## src/rtl/tlx_fwd_arbiter.sv

```systemverilog
// Two-requester, packet-atomic, credit-gated round-robin arbiter in front of the TLX FWD payload link.
// Define TLX_FWD_ARB_STATS_EN to add the STALL0/STALL1 back-pressure counters.
module tlx_fwd_arbiter #(
    parameter int CREDIT_W    = 4,
    parameter int CREDIT_INIT = 8
) (
    input  logic                CLK,
    input  logic                RESETn,
    input  logic                REQ0_TVALID,
    output logic                REQ0_TREADY,
    input  logic [39:0]         REQ0_TDATA,
    input  logic                REQ0_TLAST,
    input  logic                REQ1_TVALID,
    output logic                REQ1_TREADY,
    input  logic [39:0]         REQ1_TDATA,
    input  logic                REQ1_TLAST,
    output logic                TLX_FWD_PAYLOAD_TVALID,
    input  logic                TLX_FWD_PAYLOAD_TREADY,
    output logic [39:0]         TLX_FWD_PAYLOAD_TDATA,
    input  logic                TLX_FWD_FLOW_TVALID,
    output logic                TLX_FWD_FLOW_TREADY,
    input  logic [1:0]          TLX_FWD_FLOW_TDATA,
    output logic [CREDIT_W-1:0] CREDIT0,
    output logic [CREDIT_W-1:0] CREDIT1,
    output logic                CREDIT_ERR
`ifdef TLX_FWD_ARB_STATS_EN
    ,
    output logic [15:0]         STALL0,
    output logic [15:0]         STALL1
`endif
);

    localparam logic [CREDIT_W-1:0] CREDIT_MAX = '1;
    localparam logic [CREDIT_W-1:0] CREDIT_RST = CREDIT_W'(CREDIT_INIT);

    typedef enum logic [1:0] {IDLE, LOCK0, LOCK1} state_t;

    state_t              state_reg, state_next;
    logic                prio_reg, prio_next;
    logic                out_valid_reg;
    logic [39:0]         out_data_reg;
    logic                flow_ready_reg;
    logic                err_reg;
    logic                out_ready;
    logic                flow_fire;
    logic                sel;
    logic                accept;
    logic [1:0]          req_valid;
    logic [1:0]          req_last;
    logic [1:0]          req_ready;
    logic [1:0]          has_credit;
    logic [1:0]          eligible;
    logic [1:0]          overflow;
    logic [CREDIT_W-1:0] credit [2];

    assign req_valid = {REQ1_TVALID, REQ0_TVALID};
    assign req_last  = {REQ1_TLAST, REQ0_TLAST};
    assign out_ready = !out_valid_reg || TLX_FWD_PAYLOAD_TREADY;
    assign flow_fire = TLX_FWD_FLOW_TVALID && flow_ready_reg;
    assign eligible  = req_valid & has_credit;

    always_comb begin
        state_next = state_reg;
        prio_next  = prio_reg;
        sel        = prio_reg;
        req_ready  = 2'b00;
        accept     = 1'b0;
        case (state_reg)
            IDLE: begin
                if (eligible == 2'b11) sel = prio_reg;
                else                   sel = eligible[1];
                req_ready = sel ? {out_ready && eligible[1], 1'b0}
                                : {1'b0, out_ready && eligible[0]};
            end
            // Locked states ignore TVALID so a packet can never be split.
            LOCK0: begin
                sel       = 1'b0;
                req_ready = {1'b0, out_ready && has_credit[0]};
            end
            LOCK1: begin
                sel       = 1'b1;
                req_ready = {out_ready && has_credit[1], 1'b0};
            end
            default: state_next = IDLE;
        endcase
        accept = req_valid[sel] && req_ready[sel];
        if (accept) begin
            if (req_last[sel]) begin
                state_next = IDLE;
                prio_next  = !sel;
            end else begin
                state_next = sel ? LOCK1 : LOCK0;
            end
        end
    end

    always_ff @(posedge CLK or negedge RESETn) begin
        if (!RESETn) begin
            state_reg      <= IDLE;
            prio_reg       <= 1'b0;
            out_valid_reg  <= 1'b0;
            out_data_reg   <= '0;
            flow_ready_reg <= 1'b0;
            err_reg        <= 1'b0;
        end else begin
            state_reg      <= state_next;
            prio_reg       <= prio_next;
            flow_ready_reg <= 1'b1;
            if (out_ready) begin
                out_valid_reg <= accept;
                if (accept) out_data_reg <= sel ? REQ1_TDATA : REQ0_TDATA;
            end
            if (|overflow) err_reg <= 1'b1;
        end
    end

`ifdef TLX_FWD_ARB_STATS_EN
    logic [15:0] stall [2];
`endif

    genvar gi;
    generate
        for (gi = 0; gi < 2; gi++) begin : g_class
            logic [CREDIT_W-1:0] count_reg;
            logic                inc;
            logic                dec;

            assign inc            = flow_fire && TLX_FWD_FLOW_TDATA[gi];
            assign dec            = accept && (sel == 1'(gi));
            assign overflow[gi]   = inc && !dec && (count_reg == CREDIT_MAX);
            assign has_credit[gi] = (count_reg != '0);
            assign credit[gi]     = count_reg;

            // A return and a spend in the same cycle cancel out.
            always_ff @(posedge CLK or negedge RESETn) begin
                if (!RESETn)
                    count_reg <= CREDIT_RST;
                else if (inc && !dec && count_reg != CREDIT_MAX)
                    count_reg <= count_reg + 1'b1;
                else if (dec && !inc)
                    count_reg <= count_reg - 1'b1;
            end

`ifdef TLX_FWD_ARB_STATS_EN
            logic [15:0] stall_reg;
            always_ff @(posedge CLK or negedge RESETn) begin
                if (!RESETn)
                    stall_reg <= '0;
                else if (req_valid[gi] && !req_ready[gi] && stall_reg != 16'hFFFF)
                    stall_reg <= stall_reg + 16'd1;
            end
            assign stall[gi] = stall_reg;
`endif
        end
    endgenerate

    assign REQ0_TREADY            = req_ready[0];
    assign REQ1_TREADY            = req_ready[1];
    assign TLX_FWD_PAYLOAD_TVALID = out_valid_reg;
    assign TLX_FWD_PAYLOAD_TDATA  = out_data_reg;
    assign TLX_FWD_FLOW_TREADY    = flow_ready_reg;
    assign CREDIT0                = credit[0];
    assign CREDIT1                = credit[1];
    assign CREDIT_ERR             = err_reg;
`ifdef TLX_FWD_ARB_STATS_EN
    assign STALL0                 = stall[0];
    assign STALL1                 = stall[1];
`endif

endmodule

```

## config.mk

```make
export PLATFORM = sky130hd
export DESIGN_NAME = tlx_fwd_arbiter
export DESIGN_NICKNAME = d
export VERILOG_FILES = /design/src/rtl/tlx_fwd_arbiter.sv
export SDC_FILE = /design/constraint.sdc
export NUM_CORES = 1
export LEC_CHECK = 0
export CAP_MARGIN = 20
export CORE_ASPECT_RATIO = 1.5
export CORE_MARGIN = 5
export CORE_UTILIZATION = 40
export DETAILED_ROUTE_END_ITERATION = 8
export PLACE_DENSITY = 0.82
export SKIP_CTS_REPAIR_TIMING = 1
export SLEW_MARGIN = 40
export SYNTH_ARGS = -nofsm -noshare
export SYNTH_HDL_FRONTEND = slang
export SYNTH_SLANG_ARGS = --single-unit
```

## constraint.sdc

```tcl
create_clock -name CLK -period 4.6 [get_ports CLK]
set_input_delay 0.92 -clock CLK [delete_from_list [all_inputs] [get_ports CLK]]
set_output_delay 0.92 -clock CLK [all_outputs]
set_load 0.005 [all_outputs]
```

==> flow_metrics.tcl <==
set metrics [dict create \
    status "complete, no violations" \
    slowest_stage "clkdlybuf4s50_1" \
    io_pins 143 \
    ys_ff_latch 54 \
    skew_ns 0.00865 \
    p_per_area_nw_per_um2 642 \
    ant_nets 0 \
    yosysTopAreaCell "dfrtp_1" \
    rsz0062_at_grt "false" \
    worst_hold_startpoint "CREDIT_ERR$_DFFE_PN0P_" \
    cp_top_family "buffers and inverters" \
    clock_path_buffers 2 \
    syn_nets 400 \
    final-instance-count-excl-fill 518 \
    critPathBufInv 2 \
    dp_hpwl_mm 6.19 \
    post-route-min-period_ns 3.50 \
    synth_cell_type_count 41 \
    setup_viol 0 \
    grtUsageMet3 0.0574 \
    cts_tree "yes" \
    crit_fanout 5 \
    grt_use_met2 0.344 \
    worstPathCellList "clkdlybuf4s50_1 > o41ai_2 > o21ai_0 > a2111oi_0 > clkdlybuf4s50_1" \
    syn_inst 304 \
    stdcell_area_sq_um 4250 \
    fillers 565 \
    busiest_layer "met2" \
    drive_above_1_share 0.0430 \
    globalplace.congestion 0.883 \
    port_buffers 142 \
    met1_usage 0.210 \
    p_leak_nw 1.77 \
    path_clk_slew_ns 0.10 \
    drv_slew 0 \
    startpoint_type "input port" \
    htree_levels 2 \
    synthArstFlopShare 1.00 \
    die_area_sq_um 8420 \
    vdd_drop_max_v 0.000309 \
    crit_required_ns 3.68 \
    viasPerCell 5.13 \
    rows 36 \
    synth-seq-area-share 0.509 \
    grt_max_degree 55 \
    cpMostUsedCell "clkdlybuf4s50_1" \
    tightestPinTransition_ns 0.683 \
    grt-ovfl-total 0 \
    worstSetupStartpoint "REQ0_TVALID" \
    placed_cell_area_sq_um 4160 \
    coreArea_sq_um 6490 \
    vias 2655 \
    yosys_warnings 0 \
    grt_pass1_wl_mm 12.9 \
    synth-edff-count 0 \
    end_kind "primary output" \
    grt_pass1_vias 2608 \
    cts.sinks 54 \
    cts_root_buf "clkbuf_8" \
    synth_ff_type "dfrtp_1" \
    largest_register_ffs 40 \
    finalHoldWorstSlack_ns 0.498 \
    synth_top_area_frac 0.489 \
    slew_headroom 0.545 \
    worst_ep_arrival_time_ns 2.58 \
    drt_iter0_drc 165 \
    cp.depth 5 \
    ff_latch_area_sq_um 1350 \
    synth_area_sq_um 2660 \
    dieWidth_microns 76.6 \
    fin_crit_sh 0.760 \
    multiInputGateArea_sq_um 1240 \
    finalPower_mw 2.73 \
    start_util 0.410 \
    timing.rr.start "CREDIT1[1]$_DFFE_PN0P_" \
    wirelength_mm 8.02 \
    tns_ns 0 \
    avgRoutedWirePerCell_microns 15.5 \
    avgSynthCellArea_sq_um 8.75 \
    ff2ff_path_depth 8 \
    min_path_type "flip-flop to flip-flop" \
    diodes 0 \
    syn_to_final_growth_pct 59.8 \
    finalHoldViolCount 0 \
    dpl.cell_count 510 \
    cts_inserted_buffers 5 \
    holdPathStages 2 \
    dr.pass1.iters 5 \
    antenna_found_initial 0 \
    drv_cap 0 \
    fin_nets 537 \
    path_class "input port to primary output" \
    yosys-top-cells-area "dfrtp_1, nand2_1, a31oi_1" \
    max_freq_mhz 286 \
    slowest_delay_ns 0.58 \
    grt_usage 0.188 \
    die_h_microns 110 \
    clock_latency_ns 0.30 \
    drc 0 \
]
[worst reg2reg max path, cell delays in order, from the launching register on]
cell and delay (ns):
dfrtp_1 0.47, nor4_1 0.57, nor3b_1 0.19, o211ai_1 0.49
ha_1 0.33, a21o_1 0.17, a21oi_1 0.19, mux2i_1 0.26
xor2_1 0.18
[routing by layer]
layer	up-vias	wire length (microns)
met5	-	0
met4	0	169
met3	14	598
met2	108	4190
met1	1209	3060
li1	1324	-
[Yosys cell counts (all sizes together), types with 3 or more instances]
cell	count
a21oi	5
nor4	3
inv	4
nor2	40
or3	5
a31oi	42
ha	4
nand2	85
buf	5
clkbuf	12
nand2b	3
xor2	3
dfrtp	52
o21ai	5
nor3	3
[kinds of logic after synthesis]
logic type                 synth area share
adders and majority gates            0.0339
and+or+nand+nor                       0.234
other                               0.00141
buffers and inverters                0.0320
AOI/OAI and AO/OA                     0.162
xor gates and xnor gates             0.0165
DFF                                   0.509
muxes                                0.0118
[per-stage QoR]
stage                      util  setup slack [ns]
after floorplan               -              1.68
after global routing      0.656              1.00
after detailed placement  0.642             0.935
final                     0.656              1.10
after CTS                 0.656              1.11
after global placement    0.639              1.04
[worst paths after layout]
path,slack [ns],to
max in group asynchronous,3.40,TLX_FWD_PAYLOAD_TDATA[17]$_DFFE_PN0P_
min,0.50,CREDIT_ERR$_DFFE_PN0P_
max,1.10,REQ1_TREADY
min reg2reg,0.50,CREDIT_ERR$_DFFE_PN0P_
min in group asynchronous,0.72,CREDIT1[0]$_DFFE_PN0P_
max reg2reg,1.69,CREDIT0[3]$_DFFE_PN1P_
[area by class of cell]
cell class | count | share of cell area
clock inverter | 1 | 0.00118
inverter | 4 | 0.00353
multi-input combinational | 229 | 0.291
clock buffer | 7 | 0.0203
sequential | 54 | 0.318
tap | 76 | 0.0224
timing repair buffer | 147 | 0.344
[layout by cell type, fill, tap and decap left out, types with 2 or more instances in the layout]
cell,instances
nand3_1,2
clkdlybuf4s50_1,141
a21oi_1,5
o21ai_0,2
ha_1,4
a31oi_1,42
buf_4,4
nor2_1,40
nand2_1,84
nor2b_1,2
nand2b_1,3
mux2i_1,2
or3_1,4
nor3_1,3
xor2_1,3
dfstp_2,2
nor4_1,3
and3_1,2
inv_1,4
a2bb2oi_1,2
clkbuf_8,6
o21ai_1,2
xnor2_1,2
dfrtp_1,52
fa_1,2
a21o_1,2
[report_power, final]
group	switching, mW	internal [mW]	total, mW
Sequential	0.197	0.727	0.924
Combinational	0.725	0.812	1.54
Clock	0.148	0.122	0.270
Total	1.07	1.66	2.73
(Power assumes the default switching activity.)
